<file path="config.mk">
export PLATFORM = sky130hd
export DESIGN_NAME = traffic_display_scan
export DESIGN_NICKNAME = d
export VERILOG_FILES = /design/src/rtl/traffic_display_scan.sv
export SDC_FILE = /design/constraint.sdc
export NUM_CORES = 1
export LEC_CHECK = 0
export CAP_MARGIN = 20
export CORE_MARGIN = 4
export CORE_UTILIZATION = 45
export DETAILED_ROUTE_END_ITERATION = 6
export GPL_TIMING_DRIVEN = 0
export PLACE_DENSITY = 0.78
export SLEW_MARGIN = 20
export SYNTH_ARGS = -nofsm -noshare
export SYNTH_HDL_FRONTEND = slang
export SYNTH_SLANG_ARGS = --single-unit
export TNS_END_PERCENT = 1
</file>
<file path="constraint.sdc">
create_clock -name Clk -period 7.8 [get_ports Clk]
set_input_delay 2.34 -clock Clk [delete_from_list [all_inputs] [get_ports Clk]]
set_output_delay 2.34 -clock Clk [all_outputs]
set_load 0.01 [all_outputs]
</file>
<file path="src/rtl/traffic_display_scan.sv">
// Four-digit multiplexed 7-segment scanner for the traffic_light countdowns.
// Optional expiry blink is compiled in with `define TRAFFIC_DISPLAY_BLINK_EN.
module traffic_display_scan #(
    parameter int REFRESH_DIV    = 1000,
    parameter bit SEG_ACTIVE_LOW = 1'b1
`ifdef TRAFFIC_DISPLAY_BLINK_EN
    ,
    parameter int BLINK_DIV      = 16,
    parameter int BLINK_THRESH   = 3
`endif
) (
    input  logic       Clk,
    input  logic       R,
    input  logic [0:3] A_Time_L,
    input  logic [0:3] A_Time_H,
    input  logic [0:3] B_Time_L,
    input  logic [0:3] B_Time_H,
    input  logic       A_light,
    input  logic       B_light,
    output logic [0:6] Seg,
    output logic       Dp,
    output logic [0:3] An,
    output logic       Frame
);

    localparam int         CW      = $clog2(REFRESH_DIV);
    localparam logic [0:6] SEG_OFF = {7{SEG_ACTIVE_LOW}};

    logic [CW-1:0] r_cnt;
    logic [1:0]    r_digit;
    logic [0:3]    r_sh_al, r_sh_ah, r_sh_bl, r_sh_bh;
    logic          r_sh_la, r_sh_lb;
    logic [0:3]    r_an;
    logic [0:6]    r_seg;
    logic          r_dp;
    logic          r_frame;

    logic          w_tick, w_load, w_blank, w_hide, w_dp_lit;
    logic [1:0]    w_next_digit;
    logic [0:3]    w_al, w_ah, w_bl, w_bh, w_val;
    logic          w_la, w_lb;
    logic [0:6]    w_lit;
    logic [0:3]    w_an_next;

    function automatic logic [0:6] f_decode(input logic [0:3] v);
        case (v)
            4'd0:    f_decode = 7'b1111110;
            4'd1:    f_decode = 7'b0110000;
            4'd2:    f_decode = 7'b1101101;
            4'd3:    f_decode = 7'b1111001;
            4'd4:    f_decode = 7'b0110011;
            4'd5:    f_decode = 7'b1011011;
            4'd6:    f_decode = 7'b1011111;
            4'd7:    f_decode = 7'b1110000;
            4'd8:    f_decode = 7'b1111111;
            4'd9:    f_decode = 7'b1111011;
            default: f_decode = 7'b0000001;
        endcase
    endfunction

    assign w_tick       = (r_cnt == CW'(REFRESH_DIV - 1));
    assign w_load       = w_tick && (r_digit == 2'd3);
    assign w_next_digit = r_digit + 1'b1;

    // Digit 0 of a new frame must show the values captured on this same edge.
    assign w_al = w_load ? A_Time_L : r_sh_al;
    assign w_ah = w_load ? A_Time_H : r_sh_ah;
    assign w_bl = w_load ? B_Time_L : r_sh_bl;
    assign w_bh = w_load ? B_Time_H : r_sh_bh;
    assign w_la = w_load ? A_light  : r_sh_la;
    assign w_lb = w_load ? B_light  : r_sh_lb;

    always_comb begin
        w_val = w_al;
        case (w_next_digit)
            2'd0: w_val = w_al;
            2'd1: w_val = w_ah;
            2'd2: w_val = w_bl;
            2'd3: w_val = w_bh;
            default: w_val = w_al;
        endcase
    end

    assign w_lit    = f_decode(w_val);
    assign w_blank  = w_next_digit[0] && (w_val == 4'd0);
    assign w_dp_lit = ((w_next_digit == 2'd0) && w_la) || ((w_next_digit == 2'd2) && w_lb);

`ifdef TRAFFIC_DISPLAY_BLINK_EN
    localparam int         BW  = (BLINK_DIV > 1) ? $clog2(BLINK_DIV) : 1;
    localparam logic [3:0] THR = 4'(BLINK_THRESH);

    logic          r_phase;
    logic [BW-1:0] r_fcnt;
    logic          r_off_a, r_off_b;
    logic          w_off_a_now, w_off_b_now, w_off_a, w_off_b;

    assign w_off_a_now = !r_phase && w_la && (w_ah == 4'd0) && (w_al <= THR);
    assign w_off_b_now = !r_phase && w_lb && (w_bh == 4'd0) && (w_bl <= THR);
    assign w_off_a     = w_load ? w_off_a_now : r_off_a;
    assign w_off_b     = w_load ? w_off_b_now : r_off_b;
    assign w_hide      = w_blank || (w_next_digit[1] ? w_off_b : w_off_a);

    always_ff @(posedge Clk) begin
        if (R) begin
            r_phase <= 1'b1;
            r_fcnt  <= '0;
            r_off_a <= 1'b0;
            r_off_b <= 1'b0;
        end else begin
            if (w_load) begin
                r_off_a <= w_off_a_now;
                r_off_b <= w_off_b_now;
            end
            // Phase advances on the Frame cycle; blanking is latched per frame above.
            if (r_frame) begin
                if (r_fcnt == BW'(BLINK_DIV - 1)) begin
                    r_fcnt  <= '0;
                    r_phase <= ~r_phase;
                end else begin
                    r_fcnt  <= r_fcnt + 1'b1;
                end
            end
        end
    end
`else
    assign w_hide = w_blank;
`endif

    always_comb begin
        w_an_next = '1;
        if (!w_hide) w_an_next[w_next_digit] = 1'b0;
    end

    always_ff @(posedge Clk) begin
        if (R) begin
            r_cnt   <= '0;
            r_digit <= 2'd3;
            r_sh_al <= '0;
            r_sh_ah <= '0;
            r_sh_bl <= '0;
            r_sh_bh <= '0;
            r_sh_la <= 1'b0;
            r_sh_lb <= 1'b0;
            r_an    <= '1;
            r_seg   <= SEG_OFF;
            r_dp    <= SEG_ACTIVE_LOW;
            r_frame <= 1'b0;
        end else begin
            r_cnt   <= w_tick ? '0 : r_cnt + 1'b1;
            r_frame <= w_load;
            if (w_tick) begin
                r_digit <= w_next_digit;
                r_an    <= w_an_next;
                r_seg   <= SEG_ACTIVE_LOW ? ~w_lit : w_lit;
                r_dp    <= SEG_ACTIVE_LOW ? ~w_dp_lit : w_dp_lit;
            end
            if (w_load) begin
                r_sh_al <= A_Time_L;
                r_sh_ah <= A_Time_H;
                r_sh_bl <= B_Time_L;
                r_sh_bh <= B_Time_H;
                r_sh_la <= A_light;
                r_sh_lb <= B_light;
            end
        end
    end

    assign Seg   = r_seg;
    assign Dp    = r_dp;
    assign An    = r_an;
    assign Frame = r_frame;

endmodule
</file>
==> results.cfg <==
[run_status]
status = finished, final reports clean

[global_routing]
antenna_found_initial = 0
grt_pass1_wl_um = 8520
grt_max_degree = 12
grt_usage = 0.177
overflow = 0
grt_pass1_vias = 1825

[power]
power.density_nw_per_um2 = 145
power_uw = 375
leakagePower_nw = 1.01
peakVddDrop_uv = 73.5

[route]
wl_per_cell_um = 15.0
ant_nets = 0
drtPass1Iterations = 4
vias = 1835
via_per_inst = 5.63
drcViolationCount = 0
wl_um = 4880
drtIter0Drc = 168

[place]
dpl_cell_area_um2 = 2490
gp_congestion = 0.860
port_buffers = 32
hpwl_um = 3570

[sta]
slew_violations = 0
relSlewSlack = 0.309
setup_viol = 0
max_freq_ghz = 0.235
hold_viol = 0
finalCriticalPeriod_ns = 4.26
rsz0062_at_grt = no
fin_worst_skew_ns = 0.00698
worst_pin_slew_ns = 1.03
fin_setup_tns_ns = 0
period_share = 0.546

[finish]
nets = 306
antenna_cells = 0
final_common_cell = dfxtp_1
layout_common_cells = 42 x dfxtp_1, 32 x clkdlybuf4s50_1, 27 x nand2_1
drive_gt1_frac = 0.0803
fin_util = 0.580
area_delta_synth_final_pct = 22.2
final_area_um2 = 2580

[yosys]
synth_cell_types = 52
syn_area_per_cell_um2 = 8.94
ys_ff_latch = 42
synth_nets = 267
syn_inst = 236
synth_flop_cell = dfxtp_1
synth_edf_count = 0
ys_warn_count = 0
syn-cell-area_um2 = 2110
synthArstFlopShare = 0
ys_seq_area_frac = 0.399

[clock_tree]
post_cts_buffers = 0
htreeDepth = 2
cts_resized = 0
path_clk_slew_ns = 0.08
postCtsHoldBufs = 0
clkSinkCount = 42
ctsLongestPathBuffers = 2
insertion_delay_ns = 0.29
cts_buffers = 5
cts_tree = done
root_buffer = clkbuf_8

[die]
coreArea_um2 = 4440
fp.dieW_um = 76.5
rows = 24
start_util = 0.475
io_pins = 33
fp.dieArea_um2 = 5850
fp.dieH_um = 76.5

[min_path]
min_path_type = flip-flop to flip-flop

[setup_path]
cp-start-kind = primary input
cp.required_ns = 8.00
regToRegSetupSlack_ns = 4.71
max_stage_delay_ns = 0.43
path_class = primary input to flip-flop
path_max_fanout = 6
cp_slowest_cell = o2bb2ai_1
worstPathArrival_ns = 4.46
end_kind = flip-flop
worstPathCellList = clkdlybuf4s50_1, a22o_1, a211o_1, o2bb2ai_1, inv_1, ha_1, o311ai_1

[flow_run]
max_cap_violations = 0
-- flip-flops by register name (all words and copies together), names as in the netlist --
name / flops
An: 4
Dp: 1
Frame: 1
Seg: 7
r_cnt: 10
r_digit: 2
r_sh_ah: 4
r_sh_al: 4
r_sh_bh: 4
r_sh_bl: 4
r_sh_lb: 1
-- final cells by class --
class,instances,area [µm²]
clock buffer,6,82.6
sequential,42,841
fill,392,1870
inverter,6,22.5
multi-input combinational,173,1180
timing repair buffer,32,320
buffer,15,70.1
tap,52,65.1
-- worst paths after layout --
check	from	to	cells after the start
setup / recovery	B_Time_L[2]	Seg[1]$_SDFFE_PP1N_	7
hold / removal	r_cnt[0]$_SDFF_PP0_	r_cnt[0]$_SDFF_PP0_	1
setup reg to reg	r_digit[0]$_SDFFE_PP1N_	Seg[6]$_SDFFE_PP1N_	11
hold reg to reg	r_cnt[0]$_SDFF_PP0_	r_cnt[0]$_SDFF_PP0_	1
-- critical path, delay by kind of cell --
family	cells	cell delay, ns
AOI/OAI and AO/OA	4	1.23
adders and majority gates	1	0.33
buffers and inverters	2	0.56
-- cells by family after synthesis --
kind of cell / share of synthesized area
and+or+nand+nor: 0.215
AOI/OAI and AO/OA: 0.210
DFF: 0.399
buffers and inverters: 0.0439
adders and majority gates: 0.0652
muxes: 0.0386
xor gates and xnor gates: 0.0291
-- cell usage after synthesis (2+ instances only) --
library cell	number	area [µm²]
a211o_1	3	26.3
a21boi_0	2	15.0
a21boi_1	2	15.0
a21oi_1	23	115
a22o_1	2	17.5
a22oi_1	2	15.0
a31oi_1	5	31.3
and3_1	3	18.8
and4_1	2	17.5
buf_2	5	25.0
clkbuf_1	8	30.0
dfxtp_1	42	841
ha_1	11	138
inv_1	6	22.5
mux2i_1	7	70.1
nand2_1	27	101
nand2b_1	4	25.0
nand3_1	2	10.0
nand4_1	7	43.8
nor2_1	25	93.8
nor4_1	2	12.5
o21ai_0	5	25.0
o21ai_1	2	10.0
o31ai_1	5	37.5
or3_1	2	12.5
xnor2_1	3	26.3
xor2_1	4	35.0
-- layer usage --
layer  wire (µm)  track usage  up-vias  share of wire
met5           0            0        -              0
met2        2170        0.267       47           0.44
met4          74       0.0562        0          0.015
met3         263       0.0556        9          0.054
met1        2380        0.240      858           0.49
li1            -            -      921              -
-- per-stage QoR --
stage          instances  hold WS, ns  setup WS (ns)
2_1_floorplan        236        0.413           3.95
5_1_grt              326        0.481           3.38
3_5_place_dp         320        0.444           3.25
4_1_cts              326        0.456           3.53
6_report             326        0.454           3.54
3_3_place_gp         320        0.426           3.28
-- power by group --
part | total [mW] | switching (mW) | internal, mW
registers | 0.216 | 0.000866 | 0.216
logic | 0.0186 | 0.00770 | 0.0108
clock network | 0.140 | 0.0716 | 0.0683
Note: power is estimated with default switching activity, not from simulation.
==> edit 1: new RTL, config.mk and constraints unchanged <==
Change the parameter `REFRESH_DIV` from 1000 to 2000.
--- a/src/rtl/traffic_display_scan.sv
+++ b/src/rtl/traffic_display_scan.sv
@@ -2,5 +2,5 @@
 // Optional expiry blink is compiled in with `define TRAFFIC_DISPLAY_BLINK_EN.
 module traffic_display_scan #(
-    parameter int REFRESH_DIV    = 1000,
+    parameter int REFRESH_DIV    = 2000,
     parameter bit SEG_ACTIVE_LOW = 1'b1
 `ifdef TRAFFIC_DISPLAY_BLINK_EN
Check against the original RTL: same outputs for any inputs over 10 cycles, from zero or initial values; that may be too few to reach the edited logic, so the function may still have changed.
==> edit 1 against the original RTL <==
  * Synthesized area grew 3.0%
  * Clock skew is essentially flat
  * Final area grew 4.7%
  * Via count grew 2.3%
  * Sequential share of layout area shrank 0.71 points
  * Routed wire length grew 1.5%
  * Setup slack lost 0.22 ns
  * Count of clock-buffer cells in the layout shrank 1
  * Register-to-register slack lost 0.39 ns
  * Sequential cell count grew 1
  * Total power grew 19%
  * Die area grew 2.7%
  * First-iteration DRC count shrank 48%
  * Largest cell class unchanged
==> edit 1: results <==
export IMPL_worst_hold_path_type="reg2reg"
export IMPL_fin_nets=322
export IMPL_vdd_ir_drop_max_mv=0.109
export IMPL_worst_slew_margin_rel_pct=40.6
export IMPL_final_layout_size_suffix_gt1_share_pct=7.88
export IMPL_synth_net_count=283
export IMPL_first_pass_grt_wire_length_mm=8.67
export IMPL_timing_critical_path_max_delay_family="buffers and inverters"
export IMPL_clockRootBuffer="sky130_fd_sc_hd__clkbuf_8"
export IMPL_path_max_fanout=4
export IMPL_vias_in_the_first_global_route=1969
export IMPL_hpwlAfterDp_mm=3.71
export IMPL_detailed_place_area_um2=2560
export IMPL_netlist_cell_type_count=51
export IMPL_netlist_top_cells_area="sky130_fd_sc_hd__dfxtp_1 40%, sky130_fd_sc_hd__ha_1 6.3%, sky130_fd_sc_hd__nand2_1 6.2%"
export IMPL_initialDrtViolationCount=88
export IMPL_critical_path_data_arrival_time_ns=4.64
export IMPL_yosys_top_cells_count="43 x sky130_fd_sc_hd__dfxtp_1, 36 x sky130_fd_sc_hd__nand2_1, 29 x sky130_fd_sc_hd__nor2_1"
export IMPL_postCtsSetupBuffers=0
export IMPL_final_setup_skew_ns=0.00683
export IMPL_port_buffer_count=32
export IMPL_route_vias_total=1878
export IMPL_fillCellCount=425
export IMPL_cpMaxStageDelayCell="sky130_fd_sc_hd__clkdlybuf4s50_1"
export IMPL_ys_warnings_count=0
export IMPL_routabilityCongestion=0.832
export IMPL_flip_flop_count_of_the_largest_register_all_copies_and_words_added=11
export IMPL_yosysSeqAreaShare_pct=39.6
export IMPL_global_route_overflow_total=0
export IMPL_route_detailed_wl_per_inst_um=14.3
export IMPL_groute_usage_overall_pct=17.8
export IMPL_grt_start_max_net_pins=15
export IMPL_grt_antenna_before_repair=0
export IMPL_run_status="finished clean"
export IMPL_leakage_nw=1.11
export IMPL_cts_buffers_inserted=5
export IMPL_critical_path_max_stage_delay_ns=0.50
[edit 1: cell types whose count changed after synthesis, sizes merged, moves of 3 or more]
cell	unedited run	this run
a22oi	2	5
a31oi	6	2
o211ai	1	4
nor2	25	29
nand2	27	36
a211o	3	0
o31ai	5	2
nor3	2	6
nand4	8	2
a21boi	4	1
buf	7	3
inv	6	13
o21a	0	3
[edit 1: path summary, 6_finish.rpt]
path	start	endpoint	slack, ns	cells after the start
worst min-delay path	r_cnt[0]	r_cnt[0]	0.45	1
worst max-delay path	B_Time_H[2]	An[2]	3.32	11
worst min register to register	r_cnt[0]	r_cnt[0]	0.45	1
worst max register to register	r_digit[0]	An[2]	4.32	12
[edit 1: cell type report]
type,instances,area share [%]
multi-input cells,185,44.7
clock inverters,3,2.50
repair buffers,32,11.9
inverters,13,1.81
flip-flops and latches,43,31.9
plain buffers,11,2.13
clock buffers,5,2.55
well taps,54,2.50
[edit 1: through the flow]
step / cells / utilization (%) / hold WS (ns) / worst slack, ns
finish: 346 / 57.5 / 0.447 / 3.32
global placement: 338 / 54.6 / 0.435 / 3.09
detailed placement: 338 / 54.6 / 0.442 / 3.02
CTS: 346 / 57.5 / 0.453 / 3.34
global route: 346 / 57.5 / 0.477 / 3.13
floorplan: 252 / - / 0.418 / 3.85
[edit 1: per-layer routing]
layer / part of all wire (%) / vias to the layer above / global-route usage (%)
met5: 0 / - / 0
met4: 1.7 / 0 / 7.65
met1: 44 / 859 / 21.7
li1: - / 963 / -
met3: 5.5 / 8 / 4.52
met2: 49 / 48 / 29.5
[edit 1: cell families after synthesis]
family	Yosys count	synth area share [%]
buffers and inverters	24	4.89
AOI/OAI and AO/OA	59	18.5
xor gates and xnor gates	6	2.42
muxes	10	5.64
DFF	43	39.6
adders and majority gates	11	6.33
and+or+nand+nor	99	22.6
[edit 1: where the power goes]
| group | leakage [nW] | switching, W | internal [W] |
|---|---|---|---|
| Combinational | 0.703 | 0.00000779 | 0.0000105 |
| Sequential | 0.347 | 0.00000127 | 0.000221 |
| Clock | 0.0644 | 0.0000782 | 0.000128 |
| Total | 1.11 | 0.0000872 | 0.000359 |
==> edit 2: new RTL, same settings <==
Made on the original files. Add an input register stage for `A_Time_L`, `A_Time_H`, `B_Time_L`, `B_Time_H`, `A_light` and `B_light`, without a reset; this delays them by one clock. The other inputs are not delayed to match.
--- a/src/rtl/traffic_display_scan.sv
+++ b/src/rtl/traffic_display_scan.sv
@@ -26,4 +26,20 @@
     localparam int         CW      = $clog2(REFRESH_DIV);
     localparam logic [0:6] SEG_OFF = {7{SEG_ACTIVE_LOW}};
+
+    logic [0:3] A_Time_L_q;
+    logic [0:3] A_Time_H_q;
+    logic [0:3] B_Time_L_q;
+    logic [0:3] B_Time_H_q;
+    logic A_light_q;
+    logic B_light_q;
+
+    always_ff @(posedge Clk) begin
+        A_Time_L_q <= A_Time_L;
+        A_Time_H_q <= A_Time_H;
+        B_Time_L_q <= B_Time_L;
+        B_Time_H_q <= B_Time_H;
+        A_light_q  <= A_light;
+        B_light_q  <= B_light;
+    end
 
     logic [CW-1:0] r_cnt;
@@ -64,10 +80,10 @@
 
     // Digit 0 of a new frame must show the values captured on this same edge.
-    assign w_al = w_load ? A_Time_L : r_sh_al;
-    assign w_ah = w_load ? A_Time_H : r_sh_ah;
-    assign w_bl = w_load ? B_Time_L : r_sh_bl;
-    assign w_bh = w_load ? B_Time_H : r_sh_bh;
-    assign w_la = w_load ? A_light  : r_sh_la;
-    assign w_lb = w_load ? B_light  : r_sh_lb;
+    assign w_al = w_load ? A_Time_L_q : r_sh_al;
+    assign w_ah = w_load ? A_Time_H_q : r_sh_ah;
+    assign w_bl = w_load ? B_Time_L_q : r_sh_bl;
+    assign w_bh = w_load ? B_Time_H_q : r_sh_bh;
+    assign w_la = w_load ? A_light_q : r_sh_la;
+    assign w_lb = w_load ? B_light_q : r_sh_lb;
 
     always_comb begin
@@ -156,10 +172,10 @@
             end
             if (w_load) begin
-                r_sh_al <= A_Time_L;
-                r_sh_ah <= A_Time_H;
-                r_sh_bl <= B_Time_L;
-                r_sh_bh <= B_Time_H;
-                r_sh_la <= A_light;
-                r_sh_lb <= B_light;
+                r_sh_al <= A_Time_L_q;
+                r_sh_ah <= A_Time_H_q;
+                r_sh_bl <= B_Time_L_q;
+                r_sh_bh <= B_Time_H_q;
+                r_sh_la <= A_light_q;
+                r_sh_lb <= B_light_q;
             end
         end
Behaviour: no difference found for any inputs over 10 cycles, from zero or initial values; that may be too few to reach the edited logic, so the function may still have changed.
==> edit 2 against the original RTL <==
  * Critical path depth down 3
  * Via count up 21%
  * Sequential cell count up 18
  * Cell count up 22%
  * Combinational power down 3%
  * Total power up 56%
  * Synthesized area up 26%
  * Final area up 26%
  * Hold slack worse by 0.0059 ns
  * Core utilization about the same
  * Setup slack better by 0.62 ns
  * Register-to-register slack worse by 0.29 ns
  * Routed wire length up 16%
  * Synthesized cell count up 18%
  * Largest cell class unchanged
==> edit 2: results <==
export IMPL_run_status="finished clean"
export IMPL_netlist_cell_type_count=49
export IMPL_switching_power_w=0.000121
export IMPL_routabilityCongestion=0.895
export IMPL_route_vias_total=2221
export IMPL_yosysSeqAreaShare_pct=45.2
export IMPL_worst_r2r_cell_count=14
export IMPL_route_detailed_wl_per_inst_um=14.2
export IMPL_final_layout_size_suffix_gt1_share_pct=9.48
export IMPL_initialDrtViolationCount=234
export IMPL_grt_start_max_net_pins=11
export IMPL_hpwlAfterDp_mm=4.23
export IMPL_cpMaxStageDelayCell="sky130_fd_sc_hd__clkdlybuf4s50_1"
export IMPL_cts_buffers_inserted=9
export IMPL_capturing_element_of_the_worst_setup_path="r_sh_bh[1]"
export IMPL_total_placed_cells_including_tap_cells=383
export IMPL_yosys_top_cells_count="60 x sky130_fd_sc_hd__dfxtp_1, 36 x sky130_fd_sc_hd__nor2_1, 25 x sky130_fd_sc_hd__nand2_1"
export IMPL_critical_path_max_stage_delay_ns=0.56
export IMPL_clock_latency_ns=0.34
export IMPL_timing_critical_path_max_delay_family="buffers and inverters"
export IMPL_critical_path_startpoint="R"
export IMPL_fin_nets=353
export IMPL_cts_clk_slew_worst_paths_ns=0.06
export IMPL_fin_cells=399
export IMPL_critical_path_data_arrival_time_ns=3.85
export IMPL_vias_in_the_first_global_route=2021
export IMPL_netlist_instances=279
export IMPL_reg2reg_slack_ns=4.42
export IMPL_leakage_nw=1.19
export IMPL_final_setup_skew_ns=0.00700
export IMPL_groute_usage_overall_pct=16.2
-- edit 2: changes by cell type in the layout (fill, tap and decap cells not counted), sizes merged, moves of 5 or more --
cell,before,now
nand3,2,10
a31oi,6,15
o21ai,7,2
clkbuf,14,23
nor2,25,36
dfxtp,42,60
mux2i,7,16
a21oi,23,17
-- edit 2: area by class of cell --
class	count	area, um2
buffer	16	90.1
clock buffer	15	176
clock inverter	1	5.00
fill	505	2360
inverter	6	22.5
multi-input combinational	197	1350
sequential	60	1200
tap	72	90.1
timing repair buffer	32	320
-- edit 2: stage by stage --
step / area, um2 / setup slack, ns / power [W] / utilization [%] / hold slack, ns
floorplan: 2660 / 4.76 / 0.000328 / - / 0.418
global placement: 3070 / 3.83 / 0.000340 / 54.8 / 0.430
detailed placement: 3070 / 3.82 / 0.000341 / 54.8 / 0.444
CTS: 3250 / 4.15 / 0.000591 / 58.0 / 0.453
global route: 3250 / 4.04 / 0.000606 / 58.0 / 0.473
finish: 3250 / 4.16 / 0.000586 / 58.0 / 0.448
-- edit 2: worst min-delay path by stage --
| stage | cells past startpoint | start | slack, ns | to |
|---|---|---|---|---|
| floorplan | 1 | r_cnt[0] | 0.42 | r_cnt[0] |
| global placement | 1 | r_cnt[0] | 0.43 | r_cnt[0] |
| detailed placement | 1 | r_cnt[0] | 0.44 | r_cnt[0] |
| CTS | 1 | r_cnt[0] | 0.45 | r_cnt[0] |
| global route | 1 | r_cnt[0] | 0.47 | r_cnt[0] |
| finish | 1 | r_cnt[0] | 0.45 | r_cnt[0] |
-- edit 2: cells by family (layout without fill, tap and decap cells) --
group	after synthesis	after routing	synth area share, %
and+or+nand+nor	100	100	19.4
AOI/OAI and AO/OA	60	60	16.4
DFF	60	60	45.2
buffers and inverters	22	70	4.23
muxes	18	18	7.01
adders and majority gates	11	11	5.17
xor gates and xnor gates	8	8	2.63
-- edit 2: metal layers --
layer / vias up / routed length (um) / share of wire [%] / global-route usage (%)
li1: 1095 / - / - / -
met1: 1039 / 2510 / 44 / 19.2
met5: - / 0 / 0 / 0
met3: 14 / 391 / 6.9 / 4.66
met2: 73 / 2580 / 46 / 25.8
met4: 0 / 172 / 3.0 / 9.64
-- edit 2: power by group through the flow --
stage	Clock, W	Sequential (W)	Combinational [W]
4_1_cts	0.000257	0.000316	0.0000182
2_1_floorplan	0	0.000322	0.00000648
3_3_place_gp	0	0.000322	0.0000180
3_5_place_dp	0	0.000323	0.0000181
6_report	0.000253	0.000316	0.0000180
5_1_grt	0.000271	0.000316	0.0000193
